===== config.mk =====
export PLATFORM = sky130hd
export DESIGN_NAME = vga_timing_rx
export DESIGN_NICKNAME = d
export VERILOG_FILES = /design/src/rtl/vga_pkg.sv /design/src/rtl/vga_sync_edge.sv /design/src/rtl/vga_timing_rx.sv
export SDC_FILE = /design/constraint.sdc
export NUM_CORES = 1
export LEC_CHECK = 0
export BUFFER_PORTS_ARGS = -buffer_cell sky130_fd_sc_hd__buf_2
export CORE_MARGIN = 2
export CORE_UTILIZATION = 59
export DETAILED_ROUTE_END_ITERATION = 12
export GPL_TIMING_DRIVEN = 1
export PLACE_DENSITY = 0.81
export SYNTH_ARGS = -nofsm -noshare
export SYNTH_HDL_FRONTEND = slang
export SYNTH_SLANG_ARGS = --single-unit

===== constraint.sdc =====
create_clock -name clk -period 4.05 [get_ports clk]
set_input_delay 0.81 -clock clk [delete_from_list [all_inputs] [get_ports clk]]
set_output_delay 0.81 -clock clk [all_outputs]
set_load 0.01 [all_outputs]

===== src/rtl/vga_pkg.sv =====
// vga_pkg: 640x480@60 raster constants and lock-state type shared with the sync generator
package vga_pkg;
    localparam int COORD_W      = 10;
    localparam int H_ACTIVE     = 640;
    localparam int H_SYNC_START = 656;
    localparam int H_SYNC_END   = 752;
    localparam int H_TOTAL      = 800;
    localparam int V_ACTIVE     = 480;
    localparam int V_SYNC_START = 490;
    localparam int V_TOTAL      = 525;
    localparam int LOCK_FRAMES  = 2;
    typedef enum logic [1:0] {ACQUIRE, TRACK, LOCKED} lock_state_t;
endpackage


===== src/rtl/vga_sync_edge.sv =====
// vga_sync_edge: registers one sync line on the pixel strobe and flags its edges
module vga_sync_edge (
    input  logic clk,
    input  logic rst,
    input  logic en,
    input  logic sync_in,
    output logic fall,
    output logic rise
);
    logic q;
    always_ff @(posedge clk or posedge rst)
        if (rst) q <= 1'b1;
        else if (en) q <= sync_in;
    assign fall = q & ~sync_in;
    assign rise = ~q & sync_in;
endmodule


===== src/rtl/vga_timing_rx.sv =====
// vga_timing_rx: rebuilds pixel coordinates from hsync/vsync and tracks raster lock
module vga_timing_rx
    import vga_pkg::*;
#(
    parameter int HA  = H_ACTIVE,
    parameter int HSS = H_SYNC_START,
    parameter int HSE = H_SYNC_END,
    parameter int HT  = H_TOTAL,
    parameter int VA  = V_ACTIVE,
    parameter int VSS = V_SYNC_START,
    parameter int VT  = V_TOTAL,
    parameter int LF  = LOCK_FRAMES
) (
    input  logic                 clk,
    input  logic                 rst,
    input  logic                 pix_en,
    input  logic                 hsync_in,
    input  logic                 vsync_in,
    output logic [COORD_W-1:0]   x,
    output logic [COORD_W-1:0]   y,
    output logic                 valid,
    output logic                 newline,
    output logic                 newframe,
    output logic                 locked,
    output logic                 lost_lock,
    output logic [7:0]           err_count
);
    logic [COORD_W-1:0] px, py, nx, ny;
    logic hfall, hrise, vfall, vrise_unused, mm;
    lock_state_t state, nstate;
    logic [3:0] good, ngood;

    vga_sync_edge u_h (.clk(clk), .rst(rst), .en(pix_en), .sync_in(hsync_in), .fall(hfall), .rise(hrise));
    vga_sync_edge u_v (.clk(clk), .rst(rst), .en(pix_en), .sync_in(vsync_in), .fall(vfall), .rise(vrise_unused));

    // an edge and its predicted position must coincide, in both directions
    always_comb begin
        px = (x == COORD_W'(HT - 1)) ? '0 : x + 1'b1;
        py = (px != '0) ? y : (y == COORD_W'(VT - 1)) ? '0 : y + 1'b1;
        mm = (hfall != (px == COORD_W'(HSS))) |
             (hrise & (px != COORD_W'(HSE))) |
             (vfall != (px == '0 && py == COORD_W'(VSS)));
        nx = hfall ? COORD_W'(HSS) : px;
        ny = vfall ? COORD_W'(VSS) : py;
    end

    always_comb begin
        nstate = state;
        ngood  = good;
        if (state == ACQUIRE) begin
            if (vfall && !mm) begin
                nstate = TRACK;
                ngood  = '0;
            end
        end else if (mm) begin
            nstate = ACQUIRE;
        end else if (state == TRACK && vfall) begin
            ngood  = good + 1'b1;
            nstate = (ngood == 4'(LF)) ? LOCKED : TRACK;
        end
    end

    always_ff @(posedge clk or posedge rst) begin
        if (rst) begin
            x         <= '0;
            y         <= '0;
            valid     <= 1'b0;
            newline   <= 1'b0;
            newframe  <= 1'b0;
            locked    <= 1'b0;
            lost_lock <= 1'b0;
            err_count <= '0;
            state     <= ACQUIRE;
            good      <= '0;
        end else begin
            newline   <= 1'b0;
            newframe  <= 1'b0;
            lost_lock <= 1'b0;
            if (pix_en) begin
                x        <= nx;
                y        <= ny;
                state    <= nstate;
                good     <= ngood;
                locked   <= nstate == LOCKED;
                valid    <= nstate == LOCKED && nx < COORD_W'(HA) && ny < COORD_W'(VA);
                newline  <= nx == '0;
                newframe <= nx == '0 && ny == '0;
                if (state == LOCKED && nstate == ACQUIRE) begin
                    lost_lock <= 1'b1;
                    if (err_count != 8'hff) err_count <= err_count + 1'b1;
                end
            end
        end
    end
endmodule


# ---- After elaboration in Yosys (flattened, before gate mapping)
# Index checks and enable logic that the tools add are counted.
dict set report totals {
  register_bits 41
  latchBits 0
  ram_bits 0
  rom_bits 0
  memories 0
}
dict set report classes {
  n_addsub 4
  mul 0
  div 0
  order_cmp 2
  n_eq_ne 14
  shift 0
  n_mux 18
  bitwise 9
  reduce_logical 17
}
# operator count
set ops {}
lappend ops {{$mux 10} 5}
lappend ops {{$eq 10x10->1 const B} 3}
lappend ops {{$logic_not 10->1} 3}
lappend ops {{$add 10x1->10 const B} 2}
lappend ops {{$mux 4} 4}
lappend ops {{$eq 10x9->1 const B} 1}
lappend ops {{$lt 10x10->1 const B} 1}
lappend ops {{$lt 10x9->1 const B} 1}
lappend ops {{$mux 2} 5}
lappend ops {{$ne 10x10->1 const B} 1}
lappend ops {{$reduce_bool 10->1} 1}
lappend ops {{$add 8x1->8 const B} 1}
lappend ops {{$ne 8x8->1 const B} 1}
lappend ops {{$logic_and 1x1->1} 7}
lappend ops {{$add 4x1->4 const B} 1}
lappend ops {{$and 1x1->1} 4}
lappend ops {{$eq 2x2->1 const B} 2}
lappend ops {{$eq 4x2->1 const B} 1}
lappend ops {{$logic_not 2->1} 2}
lappend ops {{$mux 1} 4}
lappend ops {{$ne 2x1->1 const B} 2}
lappend ops {{$reduce_and 4->1} 1}
lappend ops {{$not 1->1} 3}
lappend ops {{$reduce_and 3->1} 1}
lappend ops {{5 further kinds} 7}

# ---- Depth between registers and ports, before layout
# Gate-level depths: netlist of run 1.
dict set report logic_depth {
  depth_word 16
  depth_mapped 12
  ltp_nobuf 10
}

# ---- Modules after synthesis
# Synthesis of run 1 repeated with hierarchy kept, for this count alone.
dict set report unflattened {
  hier_cells 354
  area_unflattened_um2 2961.6
}
# mod n_inst cells_per_inst area_each_um2 seq_area_each_um2
set modules_own_cells {}
lappend modules_own_cells {vga_timing_rx 1 344 2846.5 975.9}
lappend modules_own_cells {vga_sync_edge 2 5 57.6 26.3}

# ---- Least setup slack after synthesis of run 1
# OpenSTA, ideal clock, no wires.
dict set report synth_path {
  path_type {flip-flop to flip-flop}
  from {reg x[0]}
  to {reg err_count[1]}
  setup_time_ns 0.125
  arrival_ns 3.081
  t_required_ns 3.925
  setup_slack_ns 0.844
  stages_incl_launch_ff 12
  period_less_slack_ns 3.206
  cell_sequence {dfrtp_1 -> ha_1 -> buf_2 -> and3_1 -> buf_2 -> a211o_1 -> a32o_1 -> a32o_1 -> a211o_4 -> o311ai_4 -> or2_4 -> mux2_4}
}
dict set report synth_between {
  elab_chain_len 15
  word_cells_on_any_way 23
  classes_between {1 x add/sub; 6 x eq/ne; 5 x mux; 3 x bitwise; 8 x reduce/logical}
}
# item line_no
set synth_rtl {}
lappend synth_rtl {{from (decl)} vga_timing_rx.sv:19} ;# output logic [COORD_W-1:0] x,
lappend synth_rtl {{from (signal assigned)} vga_timing_rx.sv:80} ;# x <= nx;
lappend synth_rtl {{$add 10x1->10 / $eq 10x10->1 (equally long branches)} vga_timing_rx.sv:38} ;# px = (x == COORD_W'(HT - 1)) ? '0 : x + 1'b1;
lappend synth_rtl {{$mux 10 (*)} vga_timing_rx.sv:38}
lappend synth_rtl {{$reduce_bool 10->1} vga_timing_rx.sv:39} ;# py = (px != '0) ? y : (y == COORD_W'(VT - 1)) ? '0 : y + 1'b1;
lappend synth_rtl {{$mux 10} vga_timing_rx.sv:39}
lappend synth_rtl {{$eq 10x9->1} vga_timing_rx.sv:42} ;# (vfall != (px == '0 && py == COORD_W'(VSS)));
lappend synth_rtl {{$logic_and 1x1->1} vga_timing_rx.sv:42}
lappend synth_rtl {{$ne 1x1->1} vga_timing_rx.sv:42}
lappend synth_rtl {{$or 1x1->1 (*)} vga_timing_rx.sv:41} ;# (hrise & (px != COORD_W'(HSE))) |
lappend synth_rtl {{$logic_not 1->1} vga_timing_rx.sv:51} ;# if (vfall && !mm) begin
lappend synth_rtl {{$logic_and 1x1->1} vga_timing_rx.sv:51}
lappend synth_rtl {{$mux 2} vga_timing_rx.sv:51}
lappend synth_rtl {{$mux 2 (*)} vga_timing_rx.sv:50} ;# if (state == ACQUIRE) begin
lappend synth_rtl {{$logic_not 2->1 (*)} vga_timing_rx.sv:88} ;# if (state == LOCKED && nstate == ACQUIRE) begin
lappend synth_rtl {{$logic_and 1x1->1 (*)} vga_timing_rx.sv:88}
lappend synth_rtl {{$reduce_and 3->1 (no line) (*)} -}
lappend synth_rtl {{to (signal assigned)} vga_timing_rx.sv:90} ;# if (err_count != 8'hff) err_count <= err_count + 1'b1;
lappend synth_rtl {{to (decl)} vga_timing_rx.sv:26} ;# output logic [7:0] err_count
# Every way passes the cells marked *; elsewhere a longest branch is shown, timed or not.
# A chain may end at the register's enable or synchronous reset.

# ---- Final worst setup path of run 1
# Same ends and word-level chain as after synthesis.

==> results of run 1 <==
[logic make-up after synthesis]
group | Yosys count | share of synthesized area
xor+xnor | 14 | 0.04028
flops | 41 | 0.3379
compound gates | 91 | 0.2298
mux | 8 | 0.02918
buf+inv | 37 | 0.05549
simple gates | 148 | 0.2828
fa+ha+maj | 6 | 0.02466
[report_power, final]
group,internal (mW),switching (mW),total (mW)
clock,0.184,0.156,0.341
sequential,0.435,0.0772,0.513
combinational,0.0928,0.133,0.226
total,0.713,0.366,1.08
[Yosys cell counts (7+ instances only)]
library cell  number
nor2_1            25
clkbuf_1          10
and3_1            10
buf_2              9
xor2_1             8
dfrtp_1           39
nand3_1           16
nor3_1            15
o21ai_0           24
nand2b_1           7
inv_1             12
nand2_1           28
a21oi_1            8
[stage by stage]
step,cells,utilization,area (µm²)
6_report,439,0.6613,3334
5_1_grt,439,0.6613,3334
4_1_cts,439,0.6613,3334
3_5_place_dp,431,0.6385,3219
3_3_place_gp,431,0.6385,3219
2_1_floorplan,345,-,3044
[how the worst max path moves through the flow]
stage / start / endpoint / slack [ns] / cells after the start
after detailed placement: x[0] / err_count[1] / 0.50 / 9
after global routing: x[0] / err_count[1] / 0.21 / 9
after global placement: x[0] / err_count[1] / 0.63 / 9
after CTS: x[0] / err_count[1] / 0.47 / 9
final: x[0] / err_count[1] / 0.42 / 9
after floorplan: x[0] / err_count[1] / 0.84 / 11
[critical path, delay by kind of cell, from the launching register on]
family | cells | cell delay [ns]
AOI/OAI and AO/OA | 3 | 0.92
adders and majority gates | 1 | 0.38
DFF | 1 | 0.52
muxes | 1 | 0.29
and+or+nand+nor | 4 | 1.41
[per-layer routing]
layer,vias to the layer above,track usage,wire length [µm],share of wire
met1,1348,0.4043,3300,0.46
met2,135,0.3898,3301,0.46
met4,0,0.1345,162,0.022
met5,-,0,0,0
met3,14,0.05556,473,0.065
li1,1327,-,-,-
[final cells by class]
| cell class | count | area [µm²] |
|---|---|---|
| multi-input cells | 267 | 1847 |
| fillers | 409 | 1708 |
| flip-flops and latches | 41 | 1028 |
| repair buffers | 40 | 207.7 |
| well taps | 70 | 87.58 |
| clock buffers | 5 | 68.82 |
| inverters | 13 | 48.80 |
| clock inverters | 3 | 46.29 |
[sequential cells by signal, indices dropped and copies added, names as in the netlist, 2 cells and up]
| name | flops |
|---|---|
| x | 10 |
| y | 10 |
| err_count | 8 |
| good | 4 |
| state | 2 |
==> summary.txt, run 1 <==
Run status
  • Status: complete, no violations

Floorplanning
  • Site Rows: 26
  • Die area: 5750 µm²
  • I/O pin cnt: 38
  • Core area: 5042 µm²
  • Die height: 75.83 µm
  • Die X: 75.83 µm
  • Initial Utilization: 0.6037

STA
  • Period utilisation layout: 0.8957
  • Final setup viols: 0
  • Final Hold Slack: 0.4967 ns
  • Final Skew: 0.004284 ns
  • Slew Limit Fails: 0
  • Final setup TNS: 0 ns
  • Fmax: 0.2757 GHz
  • Tmin final: 3.627 ns
  • Worst slew pin tran: 0.8649 ns
  • PnR worst setup slack: 0.4226 ns
  • Worst slew margin: 0.4222
  • Final hold violation count: 0
  • RSZ-0062 raised after global routing: false

Global route
  • Total GRT Usage: 0.2773
  • Vias in the first global route: 2504
  • Antenna violations before repair: 0
  • First-pass GRT wire length: 12120 µm
  • Overflow after GRT: 0
  • Largest net degree at the start of global routing: 29

Routing
  • Drt wl/cell: 16.49 µm
  • ANT nets after route: 0
  • DR iter-0 viols: 282
  • WL final: 7237 µm
  • First-pass DRT Iterations: 5
  • Vias/cell: 6.433
  • Detailed-route via count: 2824
  • Drc violations: 0

Cells and area
  • Layout area overhead: 9.536%
  • # diodes: 0
  • Fraction of layout cells with a size suffix above 1: 0.2087
  • Most frequent cells in the layout: dfrtp_1 (39), buf_2 (37), nand2_1 (28)
  • Most common cell after layout, fill and taps aside: dfrtp_1
  • Post-layout nets: 379

Synth
  • Synth cell types: 78
  • Largest cells by area after synthesis: dfrtp_1 (32%), o21ai_0 (3.9%), nand2_1 (3.5%), nor2_1 (3.1%), nand3_1 (2.6%)
  • Biggest area consumer among synthesized cells: dfrtp_1
  • Ys async rst share: 1.000
  • Post-Syn Area: 3044 µm²
  • Dominant synthesized flop cell: dfrtp_1
  • YS warnings: 0
  • Top cell type's share of synthesized area: 0.3206
  • Post-synth EDFFs: 0
  • Post-Syn Nets: 356
  • Post-Syn Instances: 345
  • Synth Register Bits: 41
  • Synthesized area per cell: 8.824 µm²
  • Seq/Total Area, Yosys: 0.3379

Worst setup path
  • CP Cell Sequence: ha_1, and3_1, and4_1, o21ai_1, or3_1, o21a_1, o311ai_4, or2_4, mux2_4
  • CP Max Fanout: 10
  • CP Data Arrival Time: 3.83 ns
  • CP startpoint kind: flip-flop
  • R2r setup slk: 0.42 ns
  • Worst reg2reg path startpoint: x[0]
  • Worst r2r path cells: 9
  • Data required, critical path: 4.25 ns
  • Crit-path max cell delay: 0.57 ns
  • Critical path type: reg2reg
  • Crit-path slowest cell: or3_1
  • Reg2reg end: err_count[1]
  • Crit end category: flip-flop

Hold path
  • Hold Path Cell Cnt: 1
  • WHS Endpoint: locked
  • Hold WC Path Type: reg2reg
  • Worst hold start: locked

Clocking
  • Hold bufs inserted after CTS: 0
  • Setup repair bufs after CTS: 0
  • H-tree Lvls: 2
  • Clk buf depth: 2
  • CTS tree: built
  • Root Driver: clkbuf_8
  • Resize count post-CTS: 0
  • Clock sinks: 41
  • Reg clk slew, reported paths: 0.08 ns
  • Worst skew pair latency: 0.31 ns
  • CTS Buf Count: 5

Power and ir drop
  • PwrDens: 323.5 nW/µm²
  • Leak pwr: 1.473 nW
  • VDD IR max: 0.3525 mV
  • Design Power: 1.079 mW

Placed design
  • Pre-CTS setup slack: 0.4975 ns
  • DP Wirelength: 5211 µm
  • Port bufs: 37
  • RePlAce Congestion: 0.9353

Run
  • Max cap viols: 0
(Power assumes the default switching activity.)
==> run 2, diff against run 1 <==
Settings changed: CORE_UTILIZATION 59 to 40, PLACE_DENSITY 0.81 to unset.
==> summary.txt, run 2 (synthesis gave the netlist of run 1 again) <==
Clocking
  • CTS tree: built
  • H-tree Lvls: 2 (unchanged)
  • Reg clk slew, reported paths: 0.08 ns (about the same)
  • Hold bufs inserted after CTS: 0 (unchanged)
  • Worst skew pair latency: 0.30 ns (about the same)
  • Clock sinks: 41 (unchanged)
  • Setup repair bufs after CTS: 0 (unchanged)
  • Clk buf depth: 2 (unchanged)
  • Resize count post-CTS: 0 (unchanged)
  • Root Driver: clkbuf_8
  • CTS Buf Count: 5 (unchanged)

STA
  • Worst slew pin tran: 0.6224 ns (-0.2425 ns)
  • Worst slew margin: 0.5743 (+0.1521)
  • Period utilisation layout: 0.8913 (-0.004313)
  • Tmin final: 3.610 ns (-0.01747 ns)
  • RSZ-0062 raised after global routing: false
  • Final Skew: 0.003468 ns (-0.0008159 ns)
  • Slew Limit Fails: 0 (unchanged)
  • Final setup viols: 0 (unchanged)
  • Final hold violation count: 0 (unchanged)
  • Fmax: 0.2770 GHz (+0.48%)
  • Final setup TNS: 0 ns (unchanged)

Run
  • Max cap viols: 0 (unchanged)

Worst setup path
  • Worst Path Buf+Inv: 0 (unchanged)
  • CP startpoint kind: flip-flop
  • Crit-path slowest cell: or3_1
  • R2r setup slk: 0.44 ns (+0.02 ns)
  • CP Max Fanout: 10 (unchanged)
  • Data required, critical path: 4.24 ns (about the same)
  • CP Cell Sequence: ha_1, and3_1, and4_1, o21ai_1, or3_1, o21a_1, o311ai_4, or2_4, mux2_4
  • Crit-path max cell delay: 0.56 ns (about the same)
  • Crit end category: flip-flop
  • CP Data Arrival Time: 3.80 ns (-0.03 ns)
  • Worst reg2reg path startpoint: x[0]
  • Crit path max-delay family: simple AND/OR/NAND/NOR gates
  • Critical path type: reg2reg
  • Worst r2r path cells: 9 (unchanged)
  • Reg2reg end: err_count[1]

Hold path
  • Hold WC Path Type: reg2reg
  • Hold Path Cell Cnt: 1 (unchanged)
  • WHS Endpoint: err_count[4]
  • Worst hold start: err_count[4]

Cells and area
  • Biggest regs: x (10), y (10), err_count (8)
  • Layout filler cell count: 751 (+84%)
  • Most frequent cells in the layout: dfrtp_1 (39), buf_2 (37), nand2_1 (28)
  • # diodes: 0 (unchanged)
  • Layout area overhead: 10.03%
  • Non-filler cells, final: 469 (+6.8%)
  • Post-layout nets: 380 (+0.26%)
  • Fraction of layout cells with a size suffix above 1: 0.2108 (+0.002139)
  • Most common cell after layout, fill and taps aside: dfrtp_1
  • Final core occ: 0.4593 (-0.2020)

Routing
  • Drt wl/cell: 15.80 µm (-4.2%)
  • Vias/cell: 5.778 (-10%)
  • DR iter-0 viols: 202 (-28%)
  • Detailed-route via count: 2710 (-4.0%)
  • WL final: 7410 µm (+2.4%)
  • First-pass DRT Iterations: 5 (unchanged)
  • Drc violations: 0 (unchanged)
  • ANT nets after route: 0 (unchanged)

Placed design
  • DP Cell Count: 461 (+7.0%)
  • DP Wirelength: 5261 µm (+0.96%)
  • Port bufs: 37 (unchanged)
  • RePlAce Congestion: 0.8466 (-9.5%)

Global route
  • Largest net degree at the start of global routing: 42 (+45%)
  • Vias in the first global route: 2422 (-3.3%)
  • Total GRT Usage: 0.1836 (-0.09373)
  • First-pass GRT wire length: 12480 µm (+2.9%)
  • Overflow after GRT: 0 (unchanged)
  • Antenna violations before repair: 0 (unchanged)

Run status
  • Status: complete, no violations

Floorplanning
  • Initial Utilization: 0.4175 (-0.1863)
  • Die area: 8324 µm² (+45%)
  • Die X: 91.24 µm (+20%)
  • Die height: 91.24 µm (+20%)
  • Core area: 7292 µm² (+45%)
  • I/O pin cnt: 38 (unchanged)
  • Site Rows: 31 (+19%)

Power and ir drop
  • PwrDens: 302.6 nW/µm² (-6.5%)
  • VDD IR max: 0.1044 mV (-70%)
  • Leak pwr: 1.463 nW (-0.69%)
## run 2: worst max path at each step
stage / slack [ns] / startpoint / endpoint / depth (start not counted)
global route: 0.24 / x[0] / err_count[1] / 9
finish: 0.44 / x[0] / err_count[1] / 9
floorplan: 0.84 / x[0] / err_count[1] / 11
detailed placement: 0.51 / x[0] / err_count[1] / 9
CTS: 0.49 / x[0] / err_count[1] / 9
global placement: 0.60 / x[0] / err_count[1] / 9
## run 2: where the power goes
group / internal [mW] / switching, mW
sequential: 0.435 / 0.0723
clock: 0.119 / 0.155
combinational: 0.0978 / 0.134
total: 0.652 / 0.361
## run 2: metrics by stage
stage                     worst slack, ns  hold WS, ns  cell area, µm²  power, mW
after detailed placement           0.5091       0.4879            3263     0.7472
after CTS                          0.4871       0.4999            3349      1.027
after global routing               0.2415       0.5354            3349      1.085
final                              0.4400       0.4987            3349      1.013
after global placement             0.6036       0.4776            3263     0.7439
after floorplan                    0.8438       0.5136            3044     0.6837
## run 2: per-layer routing
metal,wire length (µm),vias to the layer above,GRT usage
met2,3344,91,0.2790
li1,-,1328,-
met4,111,0,0.05429
met3,356,12,0.02988
met1,3597,1279,0.2677
met5,0,-,0
## run 2: final cells by class
| type | instances | area, µm² | share of cell area |
|---|---|---|---|
| Clock buffer | 5 | 68.82 | 0.02055 |
| Clock inverter | 3 | 17.52 | 0.005230 |
| Inverter | 13 | 48.80 | 0.01457 |
| Multi-Input combinational cell | 267 | 1847 | 0.5514 |
| Sequential cell | 41 | 1028 | 0.3071 |
| Tap cell | 99 | 123.9 | 0.03698 |
| Timing Repair Buffer | 41 | 215.2 | 0.06425 |
